===== src/rtl/fft_buf_scheduler_if.sv =====
// rtl/fft_buf_scheduler_if.sv - sample, engine, result and RAM port bundle for fft_buf_scheduler
interface fft_buf_scheduler_if #(
  parameter int ADDR_W = 11,
  parameter int DATA_W = 32
);
  logic              enable;
  logic              in_valid;
  logic              in_ready;
  logic [DATA_W-1:0] in_data;
  logic              fft_start;
  logic              fft_done;
  logic              fft_ce;
  logic              fft_wre;
  logic [ADDR_W-1:0] fft_ad;
  logic [DATA_W-1:0] fft_din;
  logic [DATA_W-1:0] fft_dout;
  logic              out_valid;
  logic              out_ready;
  logic [DATA_W-1:0] out_data;
  logic              out_last;
  logic              ram_ce;
  logic              ram_oce;
  logic              ram_reset;
  logic              ram_wre;
  logic [ADDR_W-1:0] ram_ad;
  logic [DATA_W-1:0] ram_din;
  logic [DATA_W-1:0] ram_dout;
  logic [1:0]        state;

  // Environment side: sample source, FFT engine, downstream sink and RAM
  modport master (
    output enable, in_valid, in_data, fft_done, fft_ce, fft_wre, fft_ad, fft_din,
           out_ready, ram_dout,
    input  in_ready, fft_start, fft_dout, out_valid, out_data, out_last,
           ram_ce, ram_oce, ram_reset, ram_wre, ram_ad, ram_din, state
  );

  // Scheduler side
  modport slave (
    input  enable, in_valid, in_data, fft_done, fft_ce, fft_wre, fft_ad, fft_din,
           out_ready, ram_dout,
    output in_ready, fft_start, fft_dout, out_valid, out_data, out_last,
           ram_ce, ram_oce, ram_reset, ram_wre, ram_ad, ram_din, state
  );
endinterface


===== src/rtl/fft_buf_scheduler.sv =====
// rtl/fft_buf_scheduler.sv - LOAD/COMPUTE/UNLOAD owner of the single-port FFT buffer (option macro: FFT_BITREV_LOAD_EN)
module fft_buf_scheduler #(
  parameter int ADDR_W = 11,
  parameter int DATA_W = 32,
  parameter int N      = 2048
) (
  input logic                clk,
  input logic                reset,
  fft_buf_scheduler_if.slave bus
);
  localparam int CNT_W = ADDR_W + 1;
  localparam logic [CNT_W-1:0] C_N   = CNT_W'(N);
  localparam logic [CNT_W-1:0] C_NM1 = CNT_W'(N - 1);

  typedef enum logic [1:0] {
    S_IDLE    = 2'd0,
    S_LOAD    = 2'd1,
    S_COMPUTE = 2'd2,
    S_UNLOAD  = 2'd3
  } state_t;

  state_t            r_state;
  state_t            w_next;
  logic [CNT_W-1:0]  r_wcnt;
  logic [CNT_W-1:0]  r_rcnt;
  logic              r_start;
  logic              r_inflight;
  logic              r_infl_last;
  logic [DATA_W-1:0] r_fifo_data [2];
  logic [1:0]        r_fifo_last;
  logic              r_wr_ptr;
  logic              r_rd_ptr;
  logic [1:0]        r_count;

  logic              w_in_ready;
  logic              w_in_hs;
  logic              w_load_done;
  logic              w_issue;
  logic              w_push;
  logic              w_pop;
  logic              w_head_last;
  logic              w_unload_done;
  logic [2:0]        w_occ;
  logic [ADDR_W-1:0] w_load_ad;

  assign w_in_ready    = (r_state == S_LOAD) && (r_wcnt < C_N);
  assign w_in_hs       = bus.in_valid && w_in_ready;
  assign w_load_done   = w_in_hs && (r_wcnt == C_NM1);
  assign w_push        = r_inflight;
  assign w_pop         = (r_count != 2'd0) && bus.out_ready;
  assign w_head_last   = r_fifo_last[r_rd_ptr];
  assign w_unload_done = (r_state == S_UNLOAD) && w_pop && w_head_last;
  assign w_occ         = {1'b0, r_count} + {2'b00, r_inflight};
  // A pop this cycle frees a FIFO slot, so the credit check counts it; without
  // that the read pipeline would bubble every other word with out_ready high.
  assign w_issue       = (r_state == S_UNLOAD) && (r_rcnt < C_N) &&
                         ((w_occ < 3'd2) || ((w_occ == 3'd2) && w_pop));

`ifdef FFT_BITREV_LOAD_EN
  localparam int LOG2N = $clog2(N);
  // Bit-reversed write address so the in-place DIT engine sees reordered input
  always_comb begin
    w_load_ad = '0;
    for (int i = 0; i < LOG2N; i++) begin
      w_load_ad[i] = r_wcnt[LOG2N-1-i];
    end
  end
`else
  assign w_load_ad = r_wcnt[ADDR_W-1:0];
`endif

  // Phase register
  always_ff @(posedge clk) begin
    if (reset) begin
      r_state <= S_IDLE;
    end else begin
      r_state <= w_next;
    end
  end

  // Phase sequencing; fft_done only counts in COMPUTE and not alongside fft_start
  always_comb begin
    w_next = r_state;
    case (r_state)
      S_IDLE:    if (bus.enable) w_next = S_LOAD;
      S_LOAD:    if (w_load_done) w_next = S_COMPUTE;
      S_COMPUTE: if (bus.fft_done && !r_start) w_next = S_UNLOAD;
      S_UNLOAD:  if (w_unload_done) w_next = bus.enable ? S_LOAD : S_IDLE;
      default:   w_next = S_IDLE;
    endcase
  end

  // RAM port ownership: sample writes, engine pass-through, or result reads
  always_comb begin
    bus.ram_ce  = 1'b0;
    bus.ram_wre = 1'b0;
    bus.ram_ad  = '0;
    bus.ram_din = '0;
    case (r_state)
      S_LOAD: begin
        if (w_in_hs) begin
          bus.ram_ce  = 1'b1;
          bus.ram_wre = 1'b1;
          bus.ram_ad  = w_load_ad;
          bus.ram_din = bus.in_data;
        end
      end
      S_COMPUTE: begin
        bus.ram_ce  = bus.fft_ce;
        bus.ram_wre = bus.fft_wre;
        bus.ram_ad  = bus.fft_ad;
        bus.ram_din = bus.fft_din;
      end
      S_UNLOAD: begin
        bus.ram_ce = w_issue;
        bus.ram_ad = r_rcnt[ADDR_W-1:0];
      end
      default: ;
    endcase
  end

  // Counters, start pulse, read pipeline and FIFO bookkeeping
  always_ff @(posedge clk) begin
    if (reset) begin
      r_wcnt      <= '0;
      r_rcnt      <= '0;
      r_start     <= 1'b0;
      r_inflight  <= 1'b0;
      r_infl_last <= 1'b0;
      r_fifo_last <= '0;
      r_wr_ptr    <= 1'b0;
      r_rd_ptr    <= 1'b0;
      r_count     <= '0;
    end else begin
      r_start    <= w_load_done;
      r_inflight <= w_issue;
      if (w_load_done) begin
        r_wcnt <= '0;
      end else if (w_in_hs) begin
        r_wcnt <= r_wcnt + CNT_W'(1);
      end
      if (w_unload_done) begin
        r_rcnt <= '0;
      end else if (w_issue) begin
        r_rcnt <= r_rcnt + CNT_W'(1);
      end
      if (w_issue) begin
        r_infl_last <= (r_rcnt == C_NM1);
      end
      if (w_push) begin
        r_fifo_last[r_wr_ptr] <= r_infl_last;
        r_wr_ptr              <= ~r_wr_ptr;
      end
      if (w_pop) begin
        r_rd_ptr <= ~r_rd_ptr;
      end
      if (w_push && !w_pop) begin
        r_count <= r_count + 2'd1;
      end else if (!w_push && w_pop) begin
        r_count <= r_count - 2'd1;
      end
    end
  end

  // FIFO payload captures RAM read data the cycle after issue
  always_ff @(posedge clk) begin
    if (w_push) begin
      r_fifo_data[r_wr_ptr] <= bus.ram_dout;
    end
  end

  assign bus.in_ready  = w_in_ready;
  assign bus.fft_start = r_start;
  assign bus.fft_dout  = bus.ram_dout;
  assign bus.out_valid = (r_count != 2'd0);
  assign bus.out_data  = r_fifo_data[r_rd_ptr];
  assign bus.out_last  = (r_count != 2'd0) && w_head_last;
  assign bus.ram_oce   = 1'b1;
  assign bus.ram_reset = reset;
  assign bus.state     = r_state;
endmodule


===== src/flat_wrapper.sv =====
// flat-port wrapper written by rule: the top's interface ports become plain ports
module fft_buf_scheduler_flat 
#(
  parameter int ADDR_W = 11,
  parameter int DATA_W = 32,
  parameter int N      = 2048
)
  (clk, reset, bus_enable, bus_in_valid, bus_in_data, bus_fft_done, bus_fft_ce, bus_fft_wre, bus_fft_ad, bus_fft_din, bus_out_ready, bus_ram_dout, bus_in_ready, bus_fft_start, bus_fft_dout, bus_out_valid, bus_out_data, bus_out_last, bus_ram_ce, bus_ram_oce, bus_ram_reset, bus_ram_wre, bus_ram_ad, bus_ram_din, bus_state);
  fft_buf_scheduler_if #(.ADDR_W(ADDR_W), .DATA_W(DATA_W)) bus_i ();
  input logic clk;
  input logic reset;
  input wire logic [$bits(bus_i.enable)-1:0] bus_enable;
  input wire logic [$bits(bus_i.in_valid)-1:0] bus_in_valid;
  input wire logic [$bits(bus_i.in_data)-1:0] bus_in_data;
  input wire logic [$bits(bus_i.fft_done)-1:0] bus_fft_done;
  input wire logic [$bits(bus_i.fft_ce)-1:0] bus_fft_ce;
  input wire logic [$bits(bus_i.fft_wre)-1:0] bus_fft_wre;
  input wire logic [$bits(bus_i.fft_ad)-1:0] bus_fft_ad;
  input wire logic [$bits(bus_i.fft_din)-1:0] bus_fft_din;
  input wire logic [$bits(bus_i.out_ready)-1:0] bus_out_ready;
  input wire logic [$bits(bus_i.ram_dout)-1:0] bus_ram_dout;
  output wire logic [$bits(bus_i.in_ready)-1:0] bus_in_ready;
  output wire logic [$bits(bus_i.fft_start)-1:0] bus_fft_start;
  output wire logic [$bits(bus_i.fft_dout)-1:0] bus_fft_dout;
  output wire logic [$bits(bus_i.out_valid)-1:0] bus_out_valid;
  output wire logic [$bits(bus_i.out_data)-1:0] bus_out_data;
  output wire logic [$bits(bus_i.out_last)-1:0] bus_out_last;
  output wire logic [$bits(bus_i.ram_ce)-1:0] bus_ram_ce;
  output wire logic [$bits(bus_i.ram_oce)-1:0] bus_ram_oce;
  output wire logic [$bits(bus_i.ram_reset)-1:0] bus_ram_reset;
  output wire logic [$bits(bus_i.ram_wre)-1:0] bus_ram_wre;
  output wire logic [$bits(bus_i.ram_ad)-1:0] bus_ram_ad;
  output wire logic [$bits(bus_i.ram_din)-1:0] bus_ram_din;
  output wire logic [$bits(bus_i.state)-1:0] bus_state;
  assign bus_i.enable = bus_enable;
  assign bus_i.in_valid = bus_in_valid;
  assign bus_i.in_data = bus_in_data;
  assign bus_i.fft_done = bus_fft_done;
  assign bus_i.fft_ce = bus_fft_ce;
  assign bus_i.fft_wre = bus_fft_wre;
  assign bus_i.fft_ad = bus_fft_ad;
  assign bus_i.fft_din = bus_fft_din;
  assign bus_i.out_ready = bus_out_ready;
  assign bus_i.ram_dout = bus_ram_dout;
  assign bus_in_ready = bus_i.in_ready;
  assign bus_fft_start = bus_i.fft_start;
  assign bus_fft_dout = bus_i.fft_dout;
  assign bus_out_valid = bus_i.out_valid;
  assign bus_out_data = bus_i.out_data;
  assign bus_out_last = bus_i.out_last;
  assign bus_ram_ce = bus_i.ram_ce;
  assign bus_ram_oce = bus_i.ram_oce;
  assign bus_ram_reset = bus_i.ram_reset;
  assign bus_ram_wre = bus_i.ram_wre;
  assign bus_ram_ad = bus_i.ram_ad;
  assign bus_ram_din = bus_i.ram_din;
  assign bus_state = bus_i.state;
  fft_buf_scheduler #(.ADDR_W(ADDR_W), .DATA_W(DATA_W), .N(N)) u_core (.clk(clk), .reset(reset), .bus(bus_i));
endmodule

===== config.mk =====
export PLATFORM = sky130hd
export DESIGN_NAME = fft_buf_scheduler_flat
export DESIGN_NICKNAME = d
export VERILOG_FILES = /design/src/rtl/fft_buf_scheduler_if.sv /design/src/rtl/fft_buf_scheduler.sv /design/src/flat_wrapper.sv
export SDC_FILE = /design/constraint.sdc
export NUM_CORES = 1
export LEC_CHECK = 0
export CAP_MARGIN = 20
export CORE_ASPECT_RATIO = 0.9
export CORE_MARGIN = 5
export CORE_UTILIZATION = 42
export CTS_CLUSTER_SIZE = 28
export DETAILED_ROUTE_END_ITERATION = 10
export GPL_TIMING_DRIVEN = 0
export PLACE_DENSITY = 0.79
export SLEW_MARGIN = 20
export SYNTH_ARGS = -nofsm -noshare
export SYNTH_HDL_FRONTEND = slang
export SYNTH_SLANG_ARGS = --single-unit

===== constraint.sdc =====
create_clock -name clk -period 2.8 [get_ports clk]
set_clock_uncertainty 0.15 [all_clocks]
set_input_delay 0.7 -clock clk [delete_from_list [all_inputs] [get_ports clk]]
set_output_delay 0.7 -clock clk [all_outputs]
set_load 0.005 [all_outputs]

==> impl_metrics.csv, run 1 <==
group,metric,value,unit
outcome,outcome,"finished, final reports clean",
critical_path,path_buf_inv,4,
power,peakVddDrop,0.000405,V
cts,cts.reportedPaths.clkPinSlew,0.07,ns
cells_and_area,area_growth,61.9,%
power,power_frac_comb,45.1,%
critical_path,worst-setup-path-type,"in2out",
timing,finalWorstSetupSlack,0.0472,ns
global_routing,grt_max_degree,33,
cts,cts_buffers,9,
cts,tritoncts,"built",
power,seq_power_share,33.4,%
critical_path,cp-start-kind,"primary input",
synthesis,ys.flop_type,"edfxtp_1",
global_routing,gr-usage-all-layers,20.8,%
synthesis,yosysWarnings,0,
floorplan,ios,232,
critical_path,cp_max_fo,10,
critical_path,crit_family,"buffers and inverters",
synthesis,syn_area,4980,sq um
critical_path,endpoint_kind,"output pin",
synthesis,synthCells,441,
timing,fin_crit,2.75,ns
detailed_routing,viasPerCell,5.16,
synthesis,ys_ff_latch,100,
synthesis,synth_common_cells,"edfxtp_1 (64), nor2_1 (44), dfxtp_1 (36), buf_4 (34)",
synthesis,synth_area_leaders,"edfxtp_1 (39%), dfxtp_1 (14%), mux2_2 (7.2%)",
synthesis,syn_nets,566,
cells_and_area,final_area,8060,sq um
floorplan,row_count,37,
place,dpl_worst_slack,-1.06,ns
detailed_routing,dr_total_vias,4440,
floorplan,design.die.area,14100,sq um
place,placed_cells,827,
cells_and_area,final_cells,860,
power,switching_share,30.4,%
critical_path,critPathSlowestCell,"and3b_2",
power,p_switching,1.58,mW
floorplan,initial_core_util,43.2,%
synthesis,syn_avg_cell_area,11.3,sq um
timing,maxSlewViolCount,0,
floorplan,die_w,125,um
synthesis,synth_edf_count,64,
detailed_routing,final_antenna_net_count,0,
detailed_routing,drc,0,
power,p_clk_share,21.5,%
floorplan,coreArea,11500,sq um
global_routing,antenna_found_initial,0,
detailed_routing,first_pass_iters,7,
critical_path,path_cells,"clkdlybuf4s15_1 -> and3b_2 -> buf_8 -> clkbuf_16 -> a22oi_2 -> nor2b_1 -> clkdlybuf4s15_2",
place,post-dp-hpwl,11.6,mm
global_routing,grt_pass1_wl,23.7,mm
synthesis,seq_area_frac_synth,53.1,%
cells_and_area,nets,824,
power,p_leak,2.96,nW
cts,clockBufferDepth,2,
flow_run,maxCapViolCount,0,
power,power.density,644,nW/um^2
cells_and_area,antenna_cells,0,
synthesis,synthDistinctLibCells,46,
timing,fin_crit_sh,98.3,%
critical_path,critPathArrivalTime,1.90,ns
cts,h-tree-depth,3,
place,port_buffers,229,
detailed_routing,wl_per_cell,17.7,um
cts,clk_latency,0.34,ns
power,intPower,3.61,mW
critical_path,critPathRequiredTime,1.95,ns
timing,setup-violations-final,0,
timing,tightestPinTransition,0.734,ns
synthesis,synth_top_cell_area_share,38.6,%
cts,clock_sinks,100,
timing,slew_headroom,51.0,%
synthesis,async_reset_ff_share,0,%
timing,rsz0062_at_grt,"yes",
worst_hold_path,hold_class,"reg2reg",
detailed_routing,first_iter_violations,391,
timing,hold_viol_final,0,
synthesis,synth_most_common_cell,"edfxtp_1",
timing,max_freq,363,MHz
synthesis,yosys.area.top_type,"edfxtp_1",
cts,cts_root_buf,"clkbuf_16",
critical_path,cpPeakStageDelay,0.27,ns
floorplan,die_h,113,um
global_routing,grt_overflow_total,0,
detailed_routing,drt-total-wl,15.2,mm
global_routing,grt_pass1_vias,4598,
place,place_area,7490,sq um
cells_and_area,drive_above_1_share,26.1,%
place,place.gp.congestion,0.921,
power,total_power,5.19,mW
## registers in the layout, summed over array words and instances (netlist names), named ones only
signal,count
u_core.r_infl_last,1
u_core.bus.fft_start,1
u_core.r_fifo_last,2
u_core.r_rcnt,12
u_core.r_count,2
u_core.r_wr_ptr,1
u_core.r_rd_ptr,1
u_core.r_fifo_data,64
u_core.bus.state,2
u_core.r_inflight,1
u_core.r_wcnt,12
## worst paths after layout
path / startpoint / endpoint / slack (ns) / cells past startpoint
max: bus_in_valid / bus_ram_din[19] / 0.05 / 7
min: u_core.r_fifo_last[1] / u_core.r_fifo_last[1] / 0.33 / 2
max reg2reg: u_core.r_count[0] / u_core.r_rcnt[9] / 0.53 / 9
min reg2reg: u_core.r_fifo_last[1] / u_core.r_fifo_last[1] / 0.33 / 2
## worst min-delay path: stages (launching register included)
cell and delay (ns):
dfxtp_1 0.31, nand2b_1 0.06, a21oi_1 0.06
## power by group through the flow
stage | sequential [mW] | combinational [mW] | clock [mW]
after floorplan | 1.73 | 1.06 | 0
after global placement | 1.74 | 1.99 | 0
after detailed placement | 1.75 | 2.03 | 0
after CTS | 1.72 | 2.28 | 1.14
after global routing | 1.74 | 2.52 | 1.23
final | 1.73 | 2.34 | 1.11
## area by class of cell
cell class | instances | area (sq um)
fill | 812 | 3470
sequential | 100 | 2660
timing repair buffer | 251 | 2390
multi-input combinational | 269 | 2080
buffer | 56 | 424
clock buffer | 10 | 229
tap | 156 | 195
inverter | 12 | 47.5
clock inverter | 6 | 41.3
## routing by layer
metal	track usage (%)	wire length [um]	vias up	part of all wire (%)
met5	0	0	-	0
met1	23.5	5640	2096	37
met2	36.8	7640	222	50
met4	7.67	431	0	2.8
met3	7.03	1500	34	9.8
li1	-	-	2088	-
## cells by family after synthesis
kind of cell / share of synthesized area [%]
buf+inv: 8.02
compound gates: 10.7
simple gates: 14.0
flops: 53.1
xor+xnor: 3.52
mux: 8.04
other cells: 0.0753
fa+ha+maj: 2.51
## timing repair
action                     CTS  global route
hold buffers                 0             0
gates resized for setup    189            37
cloned                       3             0
setup endpoints to repair   75            62
setup buffers               17             1
pin swaps                   27            25
## cells in the final DEF (no fill, tap or decap), types with 6 or more instances in the layout
cell,Yosys,routed
a21oi_1,9,8
a222oi_1,11,11
a22oi_1,32,18
a22oi_2,0,14
and3_1,6,6
buf_2,0,23
buf_4,34,54
clkbuf_1,18,8
clkbuf_16,0,10
clkdlybuf4s15_1,0,10
clkdlybuf4s50_1,0,182
dfxtp_1,36,30
dlygate4sd2_1,0,9
edfxtp_1,64,64
inv_1,12,7
mux2_2,32,32
nand2_1,12,12
nor2_1,44,44
nor2b_1,32,32
nor4_1,6,6
xnor2_1,12,12
xor2_1,8,8
## per-stage QoR
stage          hold WS (ns)  TNS [ns]  utilization (%)
2_1_floorplan         0.294         0                -
3_3_place_gp          0.309    -37.27             64.8
3_5_place_dp          0.320    -37.71             65.0
4_1_cts               0.332   -0.0435             69.4
5_1_grt               0.357    -0.220             69.9
6_report              0.329         0             69.9
No activity file was read; power rests on OpenSTA's default activity.
==> run 2, diff against run 1 <==
--- a/config.mk
+++ b/config.mk
@@ -9,6 +9,7 @@
 export CORE_ASPECT_RATIO = 0.9
 export CORE_MARGIN = 5
 export CORE_UTILIZATION = 42
+export CTS_CLUSTER_DIAMETER = 150
 export CTS_CLUSTER_SIZE = 28
 export DETAILED_ROUTE_END_ITERATION = 10
 export GPL_TIMING_DRIVEN = 0
==> results of run 2 <==
Final layout, timing and power as in run 1 (identical DEF).
